--- src/rtl/spi_responder_if.sv ---
`default_nettype none
// ============================================================================
//  Module      : spi_responder_if
//  Description : Bundles the SPI pins and the local mmio-style handshake of
//                the SPI responder.
//                slave  modport : the responder (drives MISO, RX head, flags)
//                master modport : the environment (drives SCK/CS/MOSI,
//                                 rd/wr/din, status_clr)
//  Signals     : spi_sck, spi_cs, spi_mosi     SPI master pins
//                spi_miso, spi_miso_oe         SPI responder pins
//                spi_rd, spi_dout, spi_data_avail      RX FIFO side
//                spi_wr, spi_din, spi_buffer_empty,
//                spi_buffer_full                        TX FIFO side
//                status, status_clr            sticky error flags
//  Revision    : 1.0  initial release
// ============================================================================
interface spi_responder_if;
    logic       spi_sck;
    logic       spi_cs;
    logic       spi_mosi;
    logic       spi_miso;
    logic       spi_miso_oe;
    logic       spi_rd;
    logic [7:0] spi_dout;
    logic       spi_data_avail;
    logic       spi_wr;
    logic [7:0] spi_din;
    logic       spi_buffer_empty;
    logic       spi_buffer_full;
    logic [2:0] status;
    logic       status_clr;

    modport slave (
        input  spi_sck, spi_cs, spi_mosi, spi_rd, spi_wr, spi_din, status_clr,
        output spi_miso, spi_miso_oe, spi_dout, spi_data_avail,
               spi_buffer_empty, spi_buffer_full, status
    );

    modport master (
        output spi_sck, spi_cs, spi_mosi, spi_rd, spi_wr, spi_din, status_clr,
        input  spi_miso, spi_miso_oe, spi_dout, spi_data_avail,
               spi_buffer_empty, spi_buffer_full, status
    );
endinterface
`default_nettype wire

--- src/rtl/spi_responder.sv ---
`default_nettype none
// ============================================================================
//  Module      : spi_responder
//  Description : SPI mode-0 responder, MSB first, 8-bit frames. SCK/CS/MOSI
//                are oversampled in the clk domain. MOSI bytes land in an RX
//                FIFO (first-word-fall-through), MISO bytes come from a TX
//                FIFO, FILL is sent when the TX FIFO is empty.
//  Ports       : clk   system clock (>= 8x SCK)
//                Rst   synchronous active-high reset
//                spi   spi_responder_if.slave (SPI pins, rd/wr/din/dout,
//                      avail/empty/full, status {abort, underrun, overrun},
//                      status_clr)
//  Revision    : 1.0  initial release
// ============================================================================
module spi_responder #(
    parameter int         DEPTH       = 8,
    parameter logic [7:0] FILL        = 8'hFF,
    parameter int         SYNC_STAGES = 2
) (
    input  wire            clk,
    input  wire            Rst,
    spi_responder_if.slave spi
);

    localparam int         c_AW       = $clog2(DEPTH);
    localparam logic [2:0] c_LAST_BIT = 3'd7;

    typedef enum logic [0:0] {
        ST_IDLE   = 1'b0,
        ST_ACTIVE = 1'b1
    } state_t;

    // ------------------------------------------------------------------
    // Input synchronisers and edge detection
    // ------------------------------------------------------------------
    logic [SYNC_STAGES-1:0] r_sck_sync;
    logic [SYNC_STAGES-1:0] r_cs_sync;
    logic [SYNC_STAGES-1:0] r_mosi_sync;
    logic                   r_sck_d;
    logic                   r_cs_d;

    always_ff @(posedge clk) begin
        if (Rst) begin
            r_sck_sync  <= '0;
            r_cs_sync   <= '1;
            r_mosi_sync <= '0;
            r_sck_d     <= 1'b0;
            r_cs_d      <= 1'b1;
        end else begin
            r_sck_sync  <= {r_sck_sync[SYNC_STAGES-2:0],  spi.spi_sck};
            r_cs_sync   <= {r_cs_sync[SYNC_STAGES-2:0],   spi.spi_cs};
            r_mosi_sync <= {r_mosi_sync[SYNC_STAGES-2:0], spi.spi_mosi};
            r_sck_d     <= r_sck_sync[SYNC_STAGES-1];
            r_cs_d      <= r_cs_sync[SYNC_STAGES-1];
        end
    end

    logic w_sck_s, w_cs_s, w_mosi_s;
    logic w_sck_rise, w_sck_fall, w_cs_fall, w_cs_rise;

    assign w_sck_s    = r_sck_sync[SYNC_STAGES-1];
    assign w_cs_s     = r_cs_sync[SYNC_STAGES-1];
    assign w_mosi_s   = r_mosi_sync[SYNC_STAGES-1];
    assign w_sck_rise =  w_sck_s & ~r_sck_d;
    assign w_sck_fall = ~w_sck_s &  r_sck_d;
    assign w_cs_fall  = ~w_cs_s  &  r_cs_d;
    assign w_cs_rise  =  w_cs_s  & ~r_cs_d;

    // ------------------------------------------------------------------
    // FIFO storage and pointers (one extra pointer bit for full/empty)
    // ------------------------------------------------------------------
    logic [7:0]  r_rx_mem [DEPTH];
    logic [7:0]  r_tx_mem [DEPTH];
    logic [c_AW:0] r_rx_wptr, r_rx_rptr, r_tx_wptr, r_tx_rptr;

    logic w_rx_empty, w_rx_full, w_tx_empty, w_tx_full;
    logic w_rx_pop_ok, w_rx_push, w_tx_pop, w_tx_push_ok;
    logic [7:0] w_rx_byte;
    logic [7:0] w_tx_head;

    assign w_rx_empty = (r_rx_wptr == r_rx_rptr);
    assign w_rx_full  = (r_rx_wptr[c_AW] != r_rx_rptr[c_AW]) &&
                        (r_rx_wptr[c_AW-1:0] == r_rx_rptr[c_AW-1:0]);
    assign w_tx_empty = (r_tx_wptr == r_tx_rptr);
    assign w_tx_full  = (r_tx_wptr[c_AW] != r_tx_rptr[c_AW]) &&
                        (r_tx_wptr[c_AW-1:0] == r_tx_rptr[c_AW-1:0]);

    assign w_rx_pop_ok  = spi.spi_rd & ~w_rx_empty;
    // A pop from the SPI side frees a slot on the same cycle.
    assign w_tx_push_ok = spi.spi_wr & (~w_tx_full | w_tx_pop);
    assign w_tx_head    = r_tx_mem[r_tx_rptr[c_AW-1:0]];

    always_ff @(posedge clk) begin
        if (w_rx_push)
            r_rx_mem[r_rx_wptr[c_AW-1:0]] <= w_rx_byte;
        if (w_tx_push_ok)
            r_tx_mem[r_tx_wptr[c_AW-1:0]] <= spi.spi_din;
    end

    always_ff @(posedge clk) begin
        if (Rst) begin
            r_rx_wptr <= '0;
            r_rx_rptr <= '0;
            r_tx_wptr <= '0;
            r_tx_rptr <= '0;
        end else begin
            if (w_rx_push)    r_rx_wptr <= r_rx_wptr + 1'b1;
            if (w_rx_pop_ok)  r_rx_rptr <= r_rx_rptr + 1'b1;
            if (w_tx_push_ok) r_tx_wptr <= r_tx_wptr + 1'b1;
            if (w_tx_pop)     r_tx_rptr <= r_tx_rptr + 1'b1;
        end
    end

    // ------------------------------------------------------------------
    // Frame state machine and shift registers
    // ------------------------------------------------------------------
    state_t     r_state, w_state_nxt;
    logic [2:0] r_bit_cnt, w_bit_cnt_nxt;
    logic [7:0] r_tx_shift, w_tx_shift_nxt;
    logic [6:0] r_rx_shift, w_rx_shift_nxt;
    logic [2:0] r_status, w_status_set;

    // Only the low seven bits of the RX shifter are ever needed: the eighth
    // bit of a byte is taken straight from mosi_s when it is pushed.
    assign w_rx_byte = {r_rx_shift, w_mosi_s};

    always_ff @(posedge clk) begin
        if (Rst) begin
            r_state    <= ST_IDLE;
            r_bit_cnt  <= 3'd0;
            r_tx_shift <= FILL;
            r_rx_shift <= 7'd0;
        end else begin
            r_state    <= w_state_nxt;
            r_bit_cnt  <= w_bit_cnt_nxt;
            r_tx_shift <= w_tx_shift_nxt;
            r_rx_shift <= w_rx_shift_nxt;
        end
    end

    always_comb begin
        w_state_nxt    = r_state;
        w_bit_cnt_nxt  = r_bit_cnt;
        w_tx_shift_nxt = r_tx_shift;
        w_rx_shift_nxt = r_rx_shift;
        w_tx_pop       = 1'b0;
        w_rx_push      = 1'b0;
        w_status_set   = 3'b000;

        case (r_state)
            ST_IDLE: begin
                if (w_cs_fall) begin
                    w_state_nxt   = ST_ACTIVE;
                    w_bit_cnt_nxt = 3'd0;
                    if (!w_tx_empty) begin
                        w_tx_shift_nxt = w_tx_head;
                        w_tx_pop       = 1'b1;
                    end else begin
                        w_tx_shift_nxt  = FILL;
                        w_status_set[1] = 1'b1;
                    end
                end
            end

            ST_ACTIVE: begin
                if (w_cs_rise) begin
                    w_state_nxt   = ST_IDLE;
                    w_bit_cnt_nxt = 3'd0;
                    if (r_bit_cnt != 3'd0)
                        w_status_set[2] = 1'b1;
                end else if (w_sck_rise) begin
                    w_rx_shift_nxt = w_rx_byte[6:0];
                    w_bit_cnt_nxt  = r_bit_cnt + 3'd1;
                    if (r_bit_cnt == c_LAST_BIT) begin
                        w_bit_cnt_nxt = 3'd0;
                        // A local pop on the same cycle makes room.
                        if (w_rx_full && !w_rx_pop_ok)
                            w_status_set[0] = 1'b1;
                        else
                            w_rx_push = 1'b1;
                    end
                end else if (w_sck_fall) begin
                    if (r_bit_cnt == 3'd0) begin
                        // Byte boundary: present the next byte on MISO.
                        if (!w_tx_empty) begin
                            w_tx_shift_nxt = w_tx_head;
                            w_tx_pop       = 1'b1;
                        end else begin
                            w_tx_shift_nxt  = FILL;
                            w_status_set[1] = 1'b1;
                        end
                    end else begin
                        w_tx_shift_nxt = {r_tx_shift[6:0], 1'b0};
                    end
                end
            end

            default: w_state_nxt = ST_IDLE;
        endcase
    end

    // Sticky status; a set on the clearing cycle survives.
    always_ff @(posedge clk) begin
        if (Rst)
            r_status <= 3'b000;
        else
            r_status <= (spi.status_clr ? 3'b000 : r_status) | w_status_set;
    end

    // ------------------------------------------------------------------
    // Outputs
    // ------------------------------------------------------------------
    assign spi.spi_miso         = r_tx_shift[7];
    assign spi.spi_miso_oe      = ~w_cs_s;
    assign spi.spi_dout         = w_rx_empty ? 8'h00 : r_rx_mem[r_rx_rptr[c_AW-1:0]];
    assign spi.spi_data_avail   = ~w_rx_empty;
    assign spi.spi_buffer_empty = w_tx_empty;
    assign spi.spi_buffer_full  = w_tx_full;
    assign spi.status           = r_status;

endmodule
`default_nettype wire
--- src/flat_wrapper.sv ---
// flat-port wrapper written by rule: the top's interface ports become plain ports
module spi_responder_flat 
#(
    parameter int         DEPTH       = 8,
    parameter logic [7:0] FILL        = 8'hFF,
    parameter int         SYNC_STAGES = 2
)
  (clk, Rst, spi_spi_sck, spi_spi_cs, spi_spi_mosi, spi_spi_rd, spi_spi_wr, spi_spi_din, spi_status_clr, spi_spi_miso, spi_spi_miso_oe, spi_spi_dout, spi_spi_data_avail, spi_spi_buffer_empty, spi_spi_buffer_full, spi_status);
  spi_responder_if spi_i ();
  input  wire clk;
  input  wire Rst;
  input wire logic [$bits(spi_i.spi_sck)-1:0] spi_spi_sck;
  input wire logic [$bits(spi_i.spi_cs)-1:0] spi_spi_cs;
  input wire logic [$bits(spi_i.spi_mosi)-1:0] spi_spi_mosi;
  input wire logic [$bits(spi_i.spi_rd)-1:0] spi_spi_rd;
  input wire logic [$bits(spi_i.spi_wr)-1:0] spi_spi_wr;
  input wire logic [$bits(spi_i.spi_din)-1:0] spi_spi_din;
  input wire logic [$bits(spi_i.status_clr)-1:0] spi_status_clr;
  output wire logic [$bits(spi_i.spi_miso)-1:0] spi_spi_miso;
  output wire logic [$bits(spi_i.spi_miso_oe)-1:0] spi_spi_miso_oe;
  output wire logic [$bits(spi_i.spi_dout)-1:0] spi_spi_dout;
  output wire logic [$bits(spi_i.spi_data_avail)-1:0] spi_spi_data_avail;
  output wire logic [$bits(spi_i.spi_buffer_empty)-1:0] spi_spi_buffer_empty;
  output wire logic [$bits(spi_i.spi_buffer_full)-1:0] spi_spi_buffer_full;
  output wire logic [$bits(spi_i.status)-1:0] spi_status;
  assign spi_i.spi_sck = spi_spi_sck;
  assign spi_i.spi_cs = spi_spi_cs;
  assign spi_i.spi_mosi = spi_spi_mosi;
  assign spi_i.spi_rd = spi_spi_rd;
  assign spi_i.spi_wr = spi_spi_wr;
  assign spi_i.spi_din = spi_spi_din;
  assign spi_i.status_clr = spi_status_clr;
  assign spi_spi_miso = spi_i.spi_miso;
  assign spi_spi_miso_oe = spi_i.spi_miso_oe;
  assign spi_spi_dout = spi_i.spi_dout;
  assign spi_spi_data_avail = spi_i.spi_data_avail;
  assign spi_spi_buffer_empty = spi_i.spi_buffer_empty;
  assign spi_spi_buffer_full = spi_i.spi_buffer_full;
  assign spi_status = spi_i.status;
  spi_responder #(.DEPTH(DEPTH), .FILL(FILL), .SYNC_STAGES(SYNC_STAGES)) u_core (.clk(clk), .Rst(Rst), .spi(spi_i));
endmodule
--- config.mk ---
export PLATFORM = sky130hd
export DESIGN_NAME = spi_responder_flat
export DESIGN_NICKNAME = d
export VERILOG_FILES = /design/src/rtl/spi_responder_if.sv /design/src/rtl/spi_responder.sv /design/src/flat_wrapper.sv
export SDC_FILE = /design/constraint.sdc
export NUM_CORES = 1
export LEC_CHECK = 0
export BUFFER_PORTS_ARGS = -buffer_cell sky130_fd_sc_hd__buf_4
export CAP_MARGIN = 20
export CORE_MARGIN = 5
export CORE_UTILIZATION = 35
export CTS_BUF_LIST = sky130_fd_sc_hd__clkbuf_16
export CTS_CLUSTER_SIZE = 24
export DETAILED_ROUTE_END_ITERATION = 8
export GPL_TIMING_DRIVEN = 0
export PLACE_DENSITY = 0.61
export SYNTH_ARGS = -nofsm -noshare
export SYNTH_HDL_FRONTEND = slang
export SYNTH_SLANG_ARGS = --single-unit
--- constraint.sdc ---
create_clock -name clk -period 2.9 [get_ports clk]
set_input_delay 0 -clock clk [delete_from_list [all_inputs] [get_ports clk]]
set_output_delay 0 -clock clk [all_outputs]
set_load 0.03 [all_outputs]
### After elaboration in Yosys (flattened, before gate mapping)

Memory sizes are Yosys's and may differ from the RTL's. A register that Yosys moved wholly into a read port is not among the register bits.
Index checks and enable logic that the tools add are counted.

* bits in writable memories: 128
* output and inout bits: 16
* logic and storage cells: 109
* input port bits: 16
* register bits after elaboration: 46
* memories: 2

Memories
* u_core.r_rx_mem: depth 8, bits a word 8, read ports 1, clocked after Yosys merged registers in 1, write ports 1, RTL line spi_responder.sv:72 `logic [7:0] r_rx_mem [DEPTH];`
* u_core.r_tx_mem: depth 8, bits a word 8, read ports 1, clocked after Yosys merged registers in 1, write ports 1, RTL line spi_responder.sv:73 `logic [7:0] r_tx_mem [DEPTH];`

* bitwise operators: 16
* $add $sub $neg: 5
* equality and inequality tests: 12
* multiplexer cells: 51
* reduce and logical (&&, ||, !) cells: 9

Operator list (number)
* $mux 8: 7
* $mux 1: 29
* $mux 3: 9
* $add 4x1->4 const B: 4
* $pmux 8 s2: 1
* $eq 4x4->1: 2
* $not 1->1: 8
* $and 1x1->1: 6
* $eq 3x3->1: 2
* $pmux 1 s2: 3
* $pmux 3 s2: 1
* $ne 2x1->1 const B: 2
* $ne 2x2->1 const B: 2
* $reduce_and 4->1: 1
* $add 3x1->3 const B: 1
* $eq 3x3->1 const B: 1
* $logic_and 1x1->1: 3
* $logic_not 3->1: 1
* $ne 3x1->1 const B: 1
* $or 3x3->3: 1
* $reduce_and 3->1: 1
* $reduce_bool 3->1: 1
* $mux 2: 1
* $ne 1x1->1: 2
* other kinds (3): 3

### Longest topological paths before layout

* word-level depth: 12
* mapped depth: 7
* depth with buffers taken out: 6

### Least setup slack after synthesis

No wires, ideal clock.

* path type: register to register
* start: register u_core.r_bit_cnt[0]
* end: memory u_core.r_rx_mem[4][0] (enable)
* arrival: 1.981 ns
* required time: 2.505 ns
* setup slack: 0.524 ns
* cell stages (with the launch flop): 6
* cells stage by stage: dfxtp_1 > ha_1 > ha_1 > nand4_1 > a21oi_4 > nor4bb_1

* cells in the longest elaborated chain, start to end: 7

Ends and longest elaborated chain
* from (decl): RTL line spi_responder.sv:118 `logic [2:0] r_bit_cnt, w_bit_cnt_nxt;`
* from (signal assigned): RTL line spi_responder.sv:135 `r_bit_cnt <= w_bit_cnt_nxt;`
* $eq 3x3->1: RTL line spi_responder.sv:174 `if (r_bit_cnt == c_LAST_BIT) begin`
* $mux 1: RTL line spi_responder.sv:174
* $mux 1: RTL line spi_responder.sv:171 `end else if (w_sck_rise) begin`
* $mux 1: RTL line spi_responder.sv:166 `if (w_cs_rise) begin`
* $mux 1: RTL line spi_responder.sv:150 `case (r_state)`
* $mux 1: RTL line spi_responder.sv:94 `if (w_rx_push)`
* $mux 1 (not written as such): RTL line spi_responder.sv:95 `r_rx_mem[r_rx_wptr[c_AW-1:0]] <= w_rx_byte;`
* to (decl): RTL line spi_responder.sv:72

Every way passes these cells.

### Worst setup path after layout

* start: register u_core.r_bit_cnt[0]
* end: register u_core.r_rx_wptr[3]

* cells in the longest elaborated chain, start to end: 5

Ends and longest elaborated chain
* $eq 3x3->1: RTL line spi_responder.sv:174
* $mux 1: RTL line spi_responder.sv:174
* $mux 1: RTL line spi_responder.sv:171
* $mux 1: RTL line spi_responder.sv:166
* $mux 1: RTL line spi_responder.sv:150
* to (signal assigned): RTL line spi_responder.sv:107 `if (w_rx_push) r_rx_wptr <= r_rx_wptr + 1'b1;`
* to (decl): RTL line spi_responder.sv:74 `logic [c_AW:0] r_rx_wptr, r_rx_rptr, r_tx_wptr, r_tx_rptr;`

Every way passes these cells.
A chain may end at the register's enable or synchronous reset.

==> flow_summary.yaml <==
pwr:
  ir_worst_vdd_mv: 0.433
  p_leak_nw: 2.99
  power_density_mw_per_mm2: 602
  switching_share_pct: 22.9
  p_clk_share_pct: 42.2
  p_comb_share_pct: 4.2
  p_int_mw: 4.01
  power_frac_seq_pct: 53.6
  p_switching_mw: 1.19
timing:
  period_share_pct: 83.9
  maxSlewHeadroom_pct: 27.3
  setup_ws_ns: 0.466
  skew_ns: 0.0113
  setup_viol: 0
  hold_violations: 0
  worst_pin_slew_ns: 1.09
  rsz0062_at_grt: "no"
  drv_slew: 0
  timing.fmax_ghz: 0.411
  fin_crit_ns: 2.43
finish:
  layout.nets: 546
  antenna-diode-count: 0
  layout_commonest_cell: "edfxtp_1"
  area_delta_synth_final_pct: 17.5
  layout_common_cells: "edfxtp_1 (128), dfxtp_1 (52), nor2_1 (36)"
  drive_gt1_share_pct: 23.9
  instances_no_fill: 811
place:
  post-place-ws_ns: 0.464
  hpwlAfterDp_um: 9400
  dp_cells: 765
  gp_congestion: 0.726
  port_buffers: 30
synthesis:
  synth_fa_ha_area_share_pct: 1.19
  synth-seq-area-share_pct: 66.3
  netlist.area_leader.share_pct: 52.2
  synth.avg_cell_area_um2: 16.0
  synth_area_leader_cell: "edfxtp_1"
  ys_ff_latch: 180
  synth_cell_types: 50
  yosys-top-cells-area: "edfxtp_1 (52%), dfxtp_1 (14%), mux4_2 (9.8%)"
  yosys_warnings: 0
  syn-num-nets: 482
  synthMuxAreaShare_pct: 14.2
  syn_inst: 459
  synth-compound-area-share_pct: 4.81
  synth_xor_area_share_pct: 1.38
  netlist_area_mm2: 0.00736
  synth_top_family_by_area: "multiplexers"
  synthSimpleGateAreaFrac_pct: 9.04
worst_setup_path:
  arrival_ns: 2.75
  end_kind: "flop"
  worstSetupPathType: "reg2reg"
  crit_path_max_fanout: 9
  r2r_start: "u_core.r_bit_cnt[0]"
  startpoint: "u_core.r_bit_cnt[0]"
  start_kind: "flop"
  crit_required_ns: 3.22
floorplanning:
  ios: 32
  die_area_mm2: 0.0240
  core_mm2: 0.0209
  initial_utilization_pct: 35.2
  fp.dieH_um: 155
  std_cell_rows: 53
  die_w_um: 155
routing:
  first_iter_violations: 165
  vias_per_cell: 4.90
  wl_um: 14100
  drt_first_pass_iters: 4
  postRouteAntennaNets: 0
  vias: 3975
  drc_errors: 0
  avgRoutedWirePerCell_um: 17.4
clock_tree:
  post_cts_buffers: 0
  clk-insertion-delay-late_ns: 0.43
  hold_buffers: 14
  clockBufferDepth: 2
  h-tree-depth: 4
  cts_root_buffer: "clkbuf_16"
  clk_pin_slew_worst_paths_ns: 0.07
  tritoncts: "yes"
  cts_buffers: 17
  cts.repair.resized: 0
  cts.sink_count: 180
global_route:
  grt.overflow.total: 0
  grt_max_degree: 19
  track_usage_pct: 12.3
  antenna_found_initial: 0
  grt_pass1_wl_um: 22500
  first_global_vias: 4027
job:
  drv_cap: 0
worst_hold_path:
  hold_class: "in2reg"
  hp-start: "Rst"
outcome:
  status: "finished, final reports clean"
## synth_stat cells, drive strengths merged
library cell	n
nor4bb	1
nor3b	1
ha	7
nor4	1
a211o	1
nand3b	1
o41ai	1
a41oi	1
a211oi	2
nor3	1
edfxtp	128
nand2b	6
a2bb2oi	2
a31oi	1
and3	10
a21boi	1
and3b	2
mux4	32
inv	10
and4bb	3
buf	20
nand2	3
mux2	6
and4b	7
a21oi	23
mux2i	26
or3	3
nor2b	13
dfxtp	52
or2	3
nand4	8
xnor2	4
clkbuf	11
or4	2
nand3	7
o21ai	6
and2b	3
o31ai	9
xor2	5
nor2	36
## power by group through the flow
stage | sequential, mW | clock, mW | combinational [mW]
2_1_floorplan | 2.85 | 0 | 0.130
3_3_place_gp | 2.85 | 0 | 0.201
3_5_place_dp | 2.85 | 0 | 0.208
4_1_cts | 2.79 | 2.24 | 0.223
5_1_grt | 2.79 | 2.37 | 0.242
6_report | 2.79 | 2.20 | 0.219
## path summary, 6_finish.rpt
| kind | slack [ns] | cells after the start | endpoint |
|---|---|---|---|
| worst max-delay path | 0.47 | 5 | u_core.r_rx_wptr[3] |
| worst min-delay path | 0.04 | 3 | u_core.r_rx_wptr[3] |
| worst max register to register | 0.47 | 5 | u_core.r_rx_wptr[3] |
| worst min register to register | 0.42 | 1 | u_core.r_cs_sync[1] |
## registers in the layout (all words and copies together), names as in the netlist, named ones only
name	cells
u_core.spi.status	3
u_core.r_bit_cnt	3
u_core.r_tx_shift	8
u_core.r_rx_rptr	4
u_core.r_sck_d	1
u_core.r_rx_wptr	4
u_core.r_tx_wptr	4
u_core.r_tx_mem	64
u_core.r_sck_sync	2
u_core.r_tx_rptr	4
u_core.r_rx_shift	7
u_core.r_rx_mem	64
u_core.r_state	1
u_core.r_mosi_sync	2
u_core.r_cs_d	1
u_core.r_cs_sync	2
## final cells by class
type | instances | area [um^2]
buffer | 31 | 183
clock buffer | 17 | 425
multi-input combinational | 238 | 2260
timing repair buffer | 45 | 373
sequential | 180 | 4880
fill | 1917 | 12200
clock inverter | 15 | 139
tap | 275 | 344
inverter | 10 | 37.5
## worst max-delay path, stage by stage (launching register included)
cell,delay (ns)
dfxtp_1,0.39
ha_1,0.17
ha_1,0.20
nand4_1,0.23
a211oi_2,0.96
mux2_1,0.38
## stage by stage
step,total power [mW],util (%),setup TNS (ns),hold WS (ns),cell area [um^2]
after floorplan,2.98,-,0,0.0989,7360
after global placement,3.05,38.0,-2.91,0.202,7930
after detailed placement,3.06,38.0,0,0.203,7950
after CTS,5.25,41.4,0,0.0379,8650
after global routing,5.40,41.4,0,0.0883,8650
final,5.21,41.4,0,0.0439,8650
## layer usage
metal | global-route usage [%] | part of all wire (%) | routed length, um
met2 | 21.6 | 53 | 7490
met4 | 3.28 | 1.1 | 149
met1 | 14.9 | 42 | 5930
met5 | 0 | 0 | 0
met3 | 3.25 | 3.8 | 542
## cells by family after synthesis
group / Yosys count
flops: 180
simple gates: 111
xor+xnor: 9
fa+ha+maj: 7
mux: 64
compound gates: 47
buf+inv: 41
Power figures use the tool's default switching activity.
